$ cat src/rtl/fetch_unit_pkg.sv
// Shared fetch-stage types and constants: FSM state encoding, word-align mask, PC increment.
// HALT exists only when FETCH_BOUNDS_CHECK_EN is defined.
package mips_fetch_pkg;

`ifdef FETCH_BOUNDS_CHECK_EN
    typedef enum logic [1:0] {
        FILL = 2'd0,
        RUN  = 2'd1,
        HALT = 2'd2
    } fetch_state_e;
`else
    typedef enum logic [1:0] {
        FILL = 2'd0,
        RUN  = 2'd1
    } fetch_state_e;
`endif

    localparam logic [31:0] WORD_ALIGN_MASK = 32'hFFFF_FFFC;
    localparam logic [31:0] PC_INCR         = 32'd4;

    function automatic logic [31:0] word_align(input logic [31:0] addr);
        return addr & WORD_ALIGN_MASK;
    endfunction

endpackage

$ cat src/rtl/fetch_unit_if.sv
// Fetch bus: redirect/stall inputs, ROM address/data pair and the decode-facing outputs.
// fetch_fault is present only when FETCH_BOUNDS_CHECK_EN is defined.
interface fetch_unit_if;
    logic        stall;
    logic        branch_taken;
    logic [31:0] branch_target;
    logic        jump;
    logic [25:0] jump_index;
    logic        jr;
    logic [31:0] jr_target;
    logic [31:0] rom_addr;
    logic [31:0] rom_data;
    logic [31:0] inst_out;
    logic [31:0] pc_out;
    logic [31:0] pc_plus4;
    logic        inst_valid;
`ifdef FETCH_BOUNDS_CHECK_EN
    logic        fetch_fault;
`endif

    modport slave (
        input  stall, branch_taken, branch_target, jump, jump_index, jr, jr_target, rom_data,
`ifdef FETCH_BOUNDS_CHECK_EN
        output fetch_fault,
`endif
        output rom_addr, inst_out, pc_out, pc_plus4, inst_valid
    );

    modport master (
        output stall, branch_taken, branch_target, jump, jump_index, jr, jr_target, rom_data,
`ifdef FETCH_BOUNDS_CHECK_EN
        input  fetch_fault,
`endif
        input  rom_addr, inst_out, pc_out, pc_plus4, inst_valid
    );

endinterface

$ cat src/rtl/fetch_unit_next_pc_sel.sv
// Combinational next-PC priority mux: jr > jump > branch > sequential; zero latency.
module next_pc_sel
    import mips_fetch_pkg::*;
(
    input  logic [31:0] pc_plus4_i,
    input  logic        jr_i,
    input  logic [31:0] jr_target_i,
    input  logic        jump_i,
    input  logic [25:0] jump_index_i,
    input  logic        branch_taken_i,
    input  logic [31:0] branch_target_i,
    output logic [31:0] next_pc_o
);

    always_comb begin
        next_pc_o = pc_plus4_i;
        if (jr_i) begin
            next_pc_o = word_align(jr_target_i);
        end else if (jump_i) begin
            next_pc_o = {pc_plus4_i[31:28], jump_index_i, 2'b00};
        end else if (branch_taken_i) begin
            next_pc_o = word_align(branch_target_i);
        end
    end

endmodule

$ cat src/rtl/fetch_unit.sv
// PC register + fill FSM ahead of a registered ROM; redirects cost zero bubbles.
// Stall holds PC and re-reads the same ROM word; optional FETCH_BOUNDS_CHECK_EN adds HALT/fetch_fault.
module fetch_unit
    import mips_fetch_pkg::*;
#(
    parameter logic [31:0] RESET_PC   = 32'h0000_0000,
    parameter int          ADDR_WIDTH = 10
) (
    input  logic         clock,
    input  logic         reset,
    fetch_unit_if.slave  bus
);

    if (RESET_PC[1:0] != 2'b00 || ADDR_WIDTH < 1 || ADDR_WIDTH > 29) begin : g_param_chk
        $error("fetch_unit: RESET_PC must be word-aligned and ADDR_WIDTH in 1..29");
    end

    fetch_state_e state_q, state_d;
    logic [31:0]  pc_q, pc_d;
    logic [31:0]  pc_plus4;
    logic [31:0]  next_pc;

    assign pc_plus4 = pc_q + PC_INCR;

    next_pc_sel u_next_pc_sel (
        .pc_plus4_i      (pc_plus4),
        .jr_i            (bus.jr),
        .jr_target_i     (bus.jr_target),
        .jump_i          (bus.jump),
        .jump_index_i    (bus.jump_index),
        .branch_taken_i  (bus.branch_taken),
        .branch_target_i (bus.branch_target),
        .next_pc_o       (next_pc)
    );

`ifdef FETCH_BOUNDS_CHECK_EN
    localparam logic [32:0] ROM_BYTES = 33'd4 << ADDR_WIDTH;

    logic fault_q, fault_d;
    logic bad_target;

    // The misalignment test looks at the raw jr_target; next_pc has already had its low bits cleared.
    assign bad_target = ({1'b0, next_pc} >= ROM_BYTES) ||
                        (bus.jr && (bus.jr_target[1:0] != 2'b00));
    assign bus.fetch_fault = fault_q;
`endif

    always_comb begin
        state_d        = state_q;
        pc_d           = pc_q;
        bus.rom_addr   = RESET_PC;
        bus.inst_valid = 1'b0;
        bus.inst_out   = 32'd0;
`ifdef FETCH_BOUNDS_CHECK_EN
        fault_d        = fault_q;
`endif
        case (state_q)
            FILL: begin
                state_d = RUN;
            end
            RUN: begin
                bus.inst_valid = 1'b1;
                bus.inst_out   = bus.rom_data;
                if (bus.stall) begin
                    bus.rom_addr = pc_q;
                end else begin
                    bus.rom_addr = next_pc;
                    pc_d         = next_pc;
`ifdef FETCH_BOUNDS_CHECK_EN
                    if (bad_target) begin
                        bus.rom_addr = pc_q;
                        pc_d         = pc_q;
                        state_d      = HALT;
                        fault_d      = 1'b1;
                    end
`endif
                end
            end
`ifdef FETCH_BOUNDS_CHECK_EN
            HALT: begin
                bus.rom_addr = pc_q;
            end
`endif
            default: begin
                state_d = FILL;
            end
        endcase
    end

    always_ff @(posedge clock) begin
        if (!reset) begin
            state_q <= FILL;
            pc_q    <= RESET_PC;
`ifdef FETCH_BOUNDS_CHECK_EN
            fault_q <= 1'b0;
`endif
        end else begin
            state_q <= state_d;
            pc_q    <= pc_d;
`ifdef FETCH_BOUNDS_CHECK_EN
            fault_q <= fault_d;
`endif
        end
    end

    assign bus.pc_out   = pc_q;
    assign bus.pc_plus4 = pc_plus4;

endmodule

$ cat src/flat_wrapper.sv
// flat-port wrapper written by rule: the top's interface ports become plain ports
module fetch_unit_flat import mips_fetch_pkg::*;
#(
    parameter logic [31:0] RESET_PC   = 32'h0000_0000,
    parameter int          ADDR_WIDTH = 10
)
  (clock, reset, bus_stall, bus_branch_taken, bus_branch_target, bus_jump, bus_jump_index, bus_jr, bus_jr_target, bus_rom_data, bus_rom_addr, bus_inst_out, bus_pc_out, bus_pc_plus4, bus_inst_valid);
  fetch_unit_if bus_i ();
  input  logic clock;
  input  logic reset;
  input wire logic [$bits(bus_i.stall)-1:0] bus_stall;
  input wire logic [$bits(bus_i.branch_taken)-1:0] bus_branch_taken;
  input wire logic [$bits(bus_i.branch_target)-1:0] bus_branch_target;
  input wire logic [$bits(bus_i.jump)-1:0] bus_jump;
  input wire logic [$bits(bus_i.jump_index)-1:0] bus_jump_index;
  input wire logic [$bits(bus_i.jr)-1:0] bus_jr;
  input wire logic [$bits(bus_i.jr_target)-1:0] bus_jr_target;
  input wire logic [$bits(bus_i.rom_data)-1:0] bus_rom_data;
  output wire logic [$bits(bus_i.rom_addr)-1:0] bus_rom_addr;
  output wire logic [$bits(bus_i.inst_out)-1:0] bus_inst_out;
  output wire logic [$bits(bus_i.pc_out)-1:0] bus_pc_out;
  output wire logic [$bits(bus_i.pc_plus4)-1:0] bus_pc_plus4;
  output wire logic [$bits(bus_i.inst_valid)-1:0] bus_inst_valid;
  assign bus_i.stall = bus_stall;
  assign bus_i.branch_taken = bus_branch_taken;
  assign bus_i.branch_target = bus_branch_target;
  assign bus_i.jump = bus_jump;
  assign bus_i.jump_index = bus_jump_index;
  assign bus_i.jr = bus_jr;
  assign bus_i.jr_target = bus_jr_target;
  assign bus_i.rom_data = bus_rom_data;
  assign bus_rom_addr = bus_i.rom_addr;
  assign bus_inst_out = bus_i.inst_out;
  assign bus_pc_out = bus_i.pc_out;
  assign bus_pc_plus4 = bus_i.pc_plus4;
  assign bus_inst_valid = bus_i.inst_valid;
  fetch_unit #(.RESET_PC(RESET_PC), .ADDR_WIDTH(ADDR_WIDTH)) u_core (.clock(clock), .reset(reset), .bus(bus_i));
endmodule
$ cat config.mk
export PLATFORM = sky130hd
export DESIGN_NAME = fetch_unit_flat
export DESIGN_NICKNAME = d
export VERILOG_FILES = /design/src/rtl/fetch_unit_pkg.sv /design/src/rtl/fetch_unit_if.sv /design/src/rtl/fetch_unit_next_pc_sel.sv /design/src/rtl/fetch_unit.sv /design/src/flat_wrapper.sv
export SDC_FILE = /design/constraint.sdc
export NUM_CORES = 1
export LEC_CHECK = 0
export ABC_AREA = 1
export CORE_AREA = 2 2 100 102
export CTS_BUF_LIST = sky130_fd_sc_hd__clkbuf_4
export CTS_CLUSTER_SIZE = 20
export DETAILED_ROUTE_END_ITERATION = 7
export DIE_AREA = 0 0 102 104
export PLACE_DENSITY = 0.87
export SLEW_MARGIN = 20
export SYNTH_ARGS = -nofsm -noshare
export SYNTH_HDL_FRONTEND = slang
export SYNTH_SLANG_ARGS = --single-unit
$ cat constraint.sdc
create_clock -name clock -period 3.5 [get_ports clock]
set_input_delay 0.35 -clock clock [delete_from_list [all_inputs] [get_ports clock]]
set_output_delay 0.35 -clock clock [all_outputs]
set_load 0.05 [all_outputs]
# --- Word level (Yosys, flattened, before mapping) ---
# Cells that the tools add are included.
op_classes:
  add_sub_neg: 1
  n_eq_ne: 1
  mux: 8
  n_reduce_logical: 1
ops:
  columns: ["op", "n"]
  rows:
  - ["$mux W32", 6]
  - ["$add A32 B3 Y32 const B", 1]
  - ["$pmux W2 S2", 1]
  - ["$eq A2 B1 Y1 const B", 1]
  - ["$logic_not A2 Y1", 1]
  - ["$mux W1", 1]
word_totals:
  register_bits: 34
  in_bits: 128
  output_inout_bits: 129
  wordCells: 13

# --- Longest topological paths before layout ---
# Gate-level depths: netlist of the first run.
logic_depth:
  depth_word: 6
  mapped_depth: 14
  depth_no_buf: 14

# --- By module ---
# A second synthesis of the first run with hierarchy kept.
unflattened:
  cells_unflattened: 793
  hier_area_um2: 3907.5
by_module_without_submodules:
  columns: ["mod", "instances", "cells_each", "area_per_inst_um2", "seq_area_each_um2"]
  rows:
  - ["fetch_unit", 1, 531, 2856.5, 660.6]
  - ["next_pc_sel", 1, 262, 1051.0, 0.0]

# --- Worst setup path before layout of the first run ---
# OpenSTA, ideal clock, no wires.
synth_path:
  path_kind: "reg-to-output"
  start: "register u_core.pc_q[2], in the netlist u_core.bus.pc_out[2]"
  end: "output port bus_rom_addr[23]"
  arrival_ns: 3.061
  required_ns: 3.150
  slack_ns: 0.089
  stages_incl_launch_ff: 11
  n_path_buf: 0
  cell_sequence: "dfxtp_1 -> inv_1 -> nor2_2 -> nand2_2 -> nor2_4 -> nand2_1 -> xor2_1 -> nand2_1 -> nand3_1 -> nand2_1 -> inv_1"
synth_between:
  elab_chain_cells: 6
synth_lines:
  columns: ["element", "line", "source"]
  rows:
  - ["from (decl)", "fetch_unit.sv:19", "logic [31:0] pc_q, pc_d;"]
  - ["from (signal assigned)", "fetch_unit.sv:99", "pc_q <= pc_d;"]
  - ["$add A32 B3 Y32", "fetch_unit.sv:23", "assign pc_plus4 = pc_q + PC_INCR;"]
  - ["net bus_pc_plus4[23]", "flat_wrapper.sv:22", "output wire logic [$bits(bus_i.pc_plus4)-1:0] bus_pc_plus4;"]
  - ["$mux W32", "fetch_unit_next_pc_sel.sv:21", "end else if (branch_taken_i) begin"]
  - ["$mux W32", "fetch_unit_next_pc_sel.sv:19", "end else if (jump_i) begin"]
  - ["$mux W32", "fetch_unit_next_pc_sel.sv:17", "if (jr_i) begin"]
  - ["$mux W32", "fetch_unit.sv:64", "if (bus.stall) begin"]
  - ["$mux W32", "fetch_unit.sv:57", "case (state_q)"]
  - ["to (decl)", "flat_wrapper.sv:19", "output wire logic [$bits(bus_i.rom_addr)-1:0] bus_rom_addr;"]
# The timed path passes the listed nets, and every way through them passes these cells.

# --- Worst setup path in the final report of the first run ---
layout_path:
  start: "register u_core.pc_q[13], in the netlist u_core.bus.pc_out[13]"
  end: "output port bus_pc_plus4[25]"
layout_between:
  elab_chain_cells: 1
layout_lines:
  columns: ["element", "line"]
  rows:
  - ["$add A32 B3 Y32", "fetch_unit.sv:23"]
  - ["to (decl)", "flat_wrapper.sv:22"]
# No other way between the ends.

==> metrics.md, run 1 <==
| Metric | Value |
|---|---|
| Outcome | complete, no violations |
| Met1 Resource Use GR | 34.24% |
| Final Critical Period | 3149 ps |
| # port buffers | 252 |
| Starting Density | 38.02% |
| Clock Tree Buf Depth | 2 |
| Site Rows | 36 |
| Vias in the first global route | 4857 |
| CTS resizes | 0 |
| Share of layout cells above drive strength 1 | 9.645% |
| Synth cell types | 41 |
| Critical R2R Capture | u_core.bus.pc_out[24] |
| Setup crit start kind | flop |
| CTS root buffer | clkbuf_4 |
| Ys Warns | 0 |
| Slew @ Worst Pin | 983.0 ps |
| Final net count | 1031 |
| Multi-input gate area | 0.002351 mm^2 |
| Req. time, crit path | 3150 ps |
| Drc violations | 0 |
| Hold path depth | 2 |
| CTS Buf Count | 5 |
| Setup skew after layout | 20.37 ps |
| Synth Register Bits | 33 |
| Worst R2R Path Depth | 12 |
| WL final | 15580 um |
| Crit-path max FO | 6 |
| CTS tree | built |
| Placer congestion estimate | 0.9344 |
| CTS sink cnt | 33 |
| Hold Path Sink | u_core.bus.pc_out[0] |
| Routed length per placed instance | 15.06 um |
| Fill cells | 856 |
| Asr flop ratio synth | 0% |
| DR pass1 iterations | 4 |
| R2R setup slack | 1470 ps |
| Max Cap Viol | 0 |
| Critical path class | reg -> out |
| Layout area overhead | 81.53% |
| Seq/Total Area, Yosys | 18.19% |
| CP Data Arrival Time | 2800 ps |
| Hold Crit Class | reg -> reg |
| Global routing's busiest layer | met2 |
| Pwr dens | 247.0 mW/mm^2 |
| Reg area | 660.6 um^2 |
| Commonest non-fill, non-tap cell in the layout | nand2_1 |
| Non-filler cells in the finished layout | 1035 |
| Final Cycle Share | 89.98% |
| Synth Flop Type | dfxtp_1 |
| Syn_nets | 795 |
| Final number of hold-violating endpoints | 0 |
| Die ar. | 0.01061 mm^2 |
| CP Capture Type | output pin |
| Die height | 104 um |
| HP Start | u_core.bus.pc_out[0] |
| Crit Reg-Reg Startpoint | u_core.bus.pc_out[2] |
| Met2 GRT Util | 51.27% |
| CTS hold repair buffers | 0 |
| Max Freq | 317.5 MHz |
| Reg clk slew, reported paths | 100 ps |
| Vias | 5067 |
| CORE AREA | 0.009549 mm^2 |
| Worst vdd ir | 0.1182 mV |
| Relative slew slack | 34.06% |
| Iteration-0 DRC count of the detailed router | 227 |
| Initial antenna violation count | 0 |
| Setup TNS | 0 ps |
| ANT nets after route | 0 |
| Worst skew pair latency | 350 ps |
| Grt total ovfl | 0 |
| EDFF count, synth | 0 |
| Post-Synthesis Cells | 666 |
| Most frequent cells in the layout | 247 x nand2_1, 220 x clkdlybuf4s50_1, 115 x inv_1, 59 x a21oi_1 |
| # setup viols final | 0 |
| RSZ-0062 raised after global routing | false |
| Postcts setup bufs | 0 |
| Synthesized area per cell | 5.452 um^2 |
| Leakage | 3.072 nW |
| Vias per Instance | 4.896 |
| H-tree lvl count | 2 |
| Final Slew Violations | 0 |
| First-pass GRT wire length | 24430 um |
| Die width | 102 um |
| Num ports | 257 |
| Diodes inserted | 0 |
| Total track usage | 28.80% |
| Hold_ws | 502.6 ps |
| Largest net degree at the start of global routing | 40 |
| DP HPWL | 12600 um |
| Cells after DPL | 1028 |
| Syn Std Cell Area | 0.003631 mm^2 |
| GR Util met3 | 6.116% |
==> cell usage after synthesis, drive strengths merged (2+ instances only) <==
cell	number	area [um^2]
a211oi	2	15.01
a21o	2	15.01
a21oi	63	330.3
a221oi	11	96.34
a22o	5	43.79
and2	2	12.51
buf	13	76.32
clkbuf	20	95.09
dfxtp	33	660.6
inv	116	435.4
nand2	254	975.9
nand3	31	160.1
nand4	2	12.51
nor2	46	234.0
nor3	5	30.03
nor3b	2	15.01
o211ai	4	35.03
o21ai	24	120.1
or2	8	50.05
xor2	16	162.7
==> kinds of logic (layout without fill, tap and decap cells) <==
kind of cell    count (synthesis)  after routing  share of synthesized area, %
compound gates                114            114                         18.64
simple gates                  350            350                         41.04
fa+ha+maj                       1              1                        0.3445
buf+inv                       151            387                         17.06
flops                          33             33                         18.19
xor+xnor                       17             17                         4.721
==> sequential cells by signal, indices dropped and copies added, names as in the netlist <==
signal	cells
u_core.bus.pc_out	32
u_core.state_q	1
==> through the flow <==
| stage | setup slack [ps] | utilization (%) | total power, mW | cell area [um^2] |
|---|---|---|---|---|
| final | 350.8 | 69.03 | 1.628 | 6591 |
| after global routing | 188.5 | 69.03 | 1.707 | 6591 |
| after CTS | 384.0 | 69.03 | 1.630 | 6591 |
| after detailed placement | 506.3 | 68.51 | 1.418 | 6543 |
| after global placement | 550.2 | 68.51 | 1.407 | 6543 |
| after floorplan | 88.61 | - | 0.9712 | 3631 |
==> area by class of cell <==
type	instances	area share (%)
Clock inverter	1	0.05695
Multi-Input combinational cell	482	35.67
Inverter	117	6.663
Timing Repair Buffer	263	44.38
Tap cell	133	2.525
Sequential cell	33	10.02
Clock buffer	6	0.6834
==> metal layers <==
layer,share of wire (%),routed length [um],up-vias
li1,-,-,2528
met1,39,6151,2271
met2,50,7722,241
met3,8.8,1370,27
met4,2.2,337,0
met5,0,0,-
==> critical path: stages (launching register included) <==
cell             delay, ps
dfxtp_1                510
nand2_1                160
nor2_2                 200
nand2_1                150
nor2_2                 210
nand3_1                140
xor2_1                 210
clkdlybuf4s50_1        860
==> where the power goes <==
group          switching (mW)  internal (mW)
logic                   0.567          0.404
registers              0.0403          0.398
clock network           0.137         0.0807
==> worst max path at each step <==
stage / startpoint / to / slack [ps]
after floorplan: u_core.bus.pc_out[2] / bus_rom_addr[23] / 90
after detailed placement: bus_jr / bus_rom_addr[21] / 510
final: u_core.bus.pc_out[13] / bus_pc_plus4[25] / 350
after global routing: u_core.bus.pc_out[12] / bus_pc_plus4[25] / 190
after CTS: u_core.bus.pc_out[13] / bus_pc_plus4[25] / 380
after global placement: bus_jr / bus_rom_addr[21] / 550
Power figures use the tool's default switching activity.
==> inputs of run 2 (changes only) <==
Settings changed: CAP_MARGIN set to 20, HOLD_SLACK_MARGIN set to 0.03.
==> results of run 2 <==
Same layout as run 1: the final DEF is identical, and so are final timing and power.
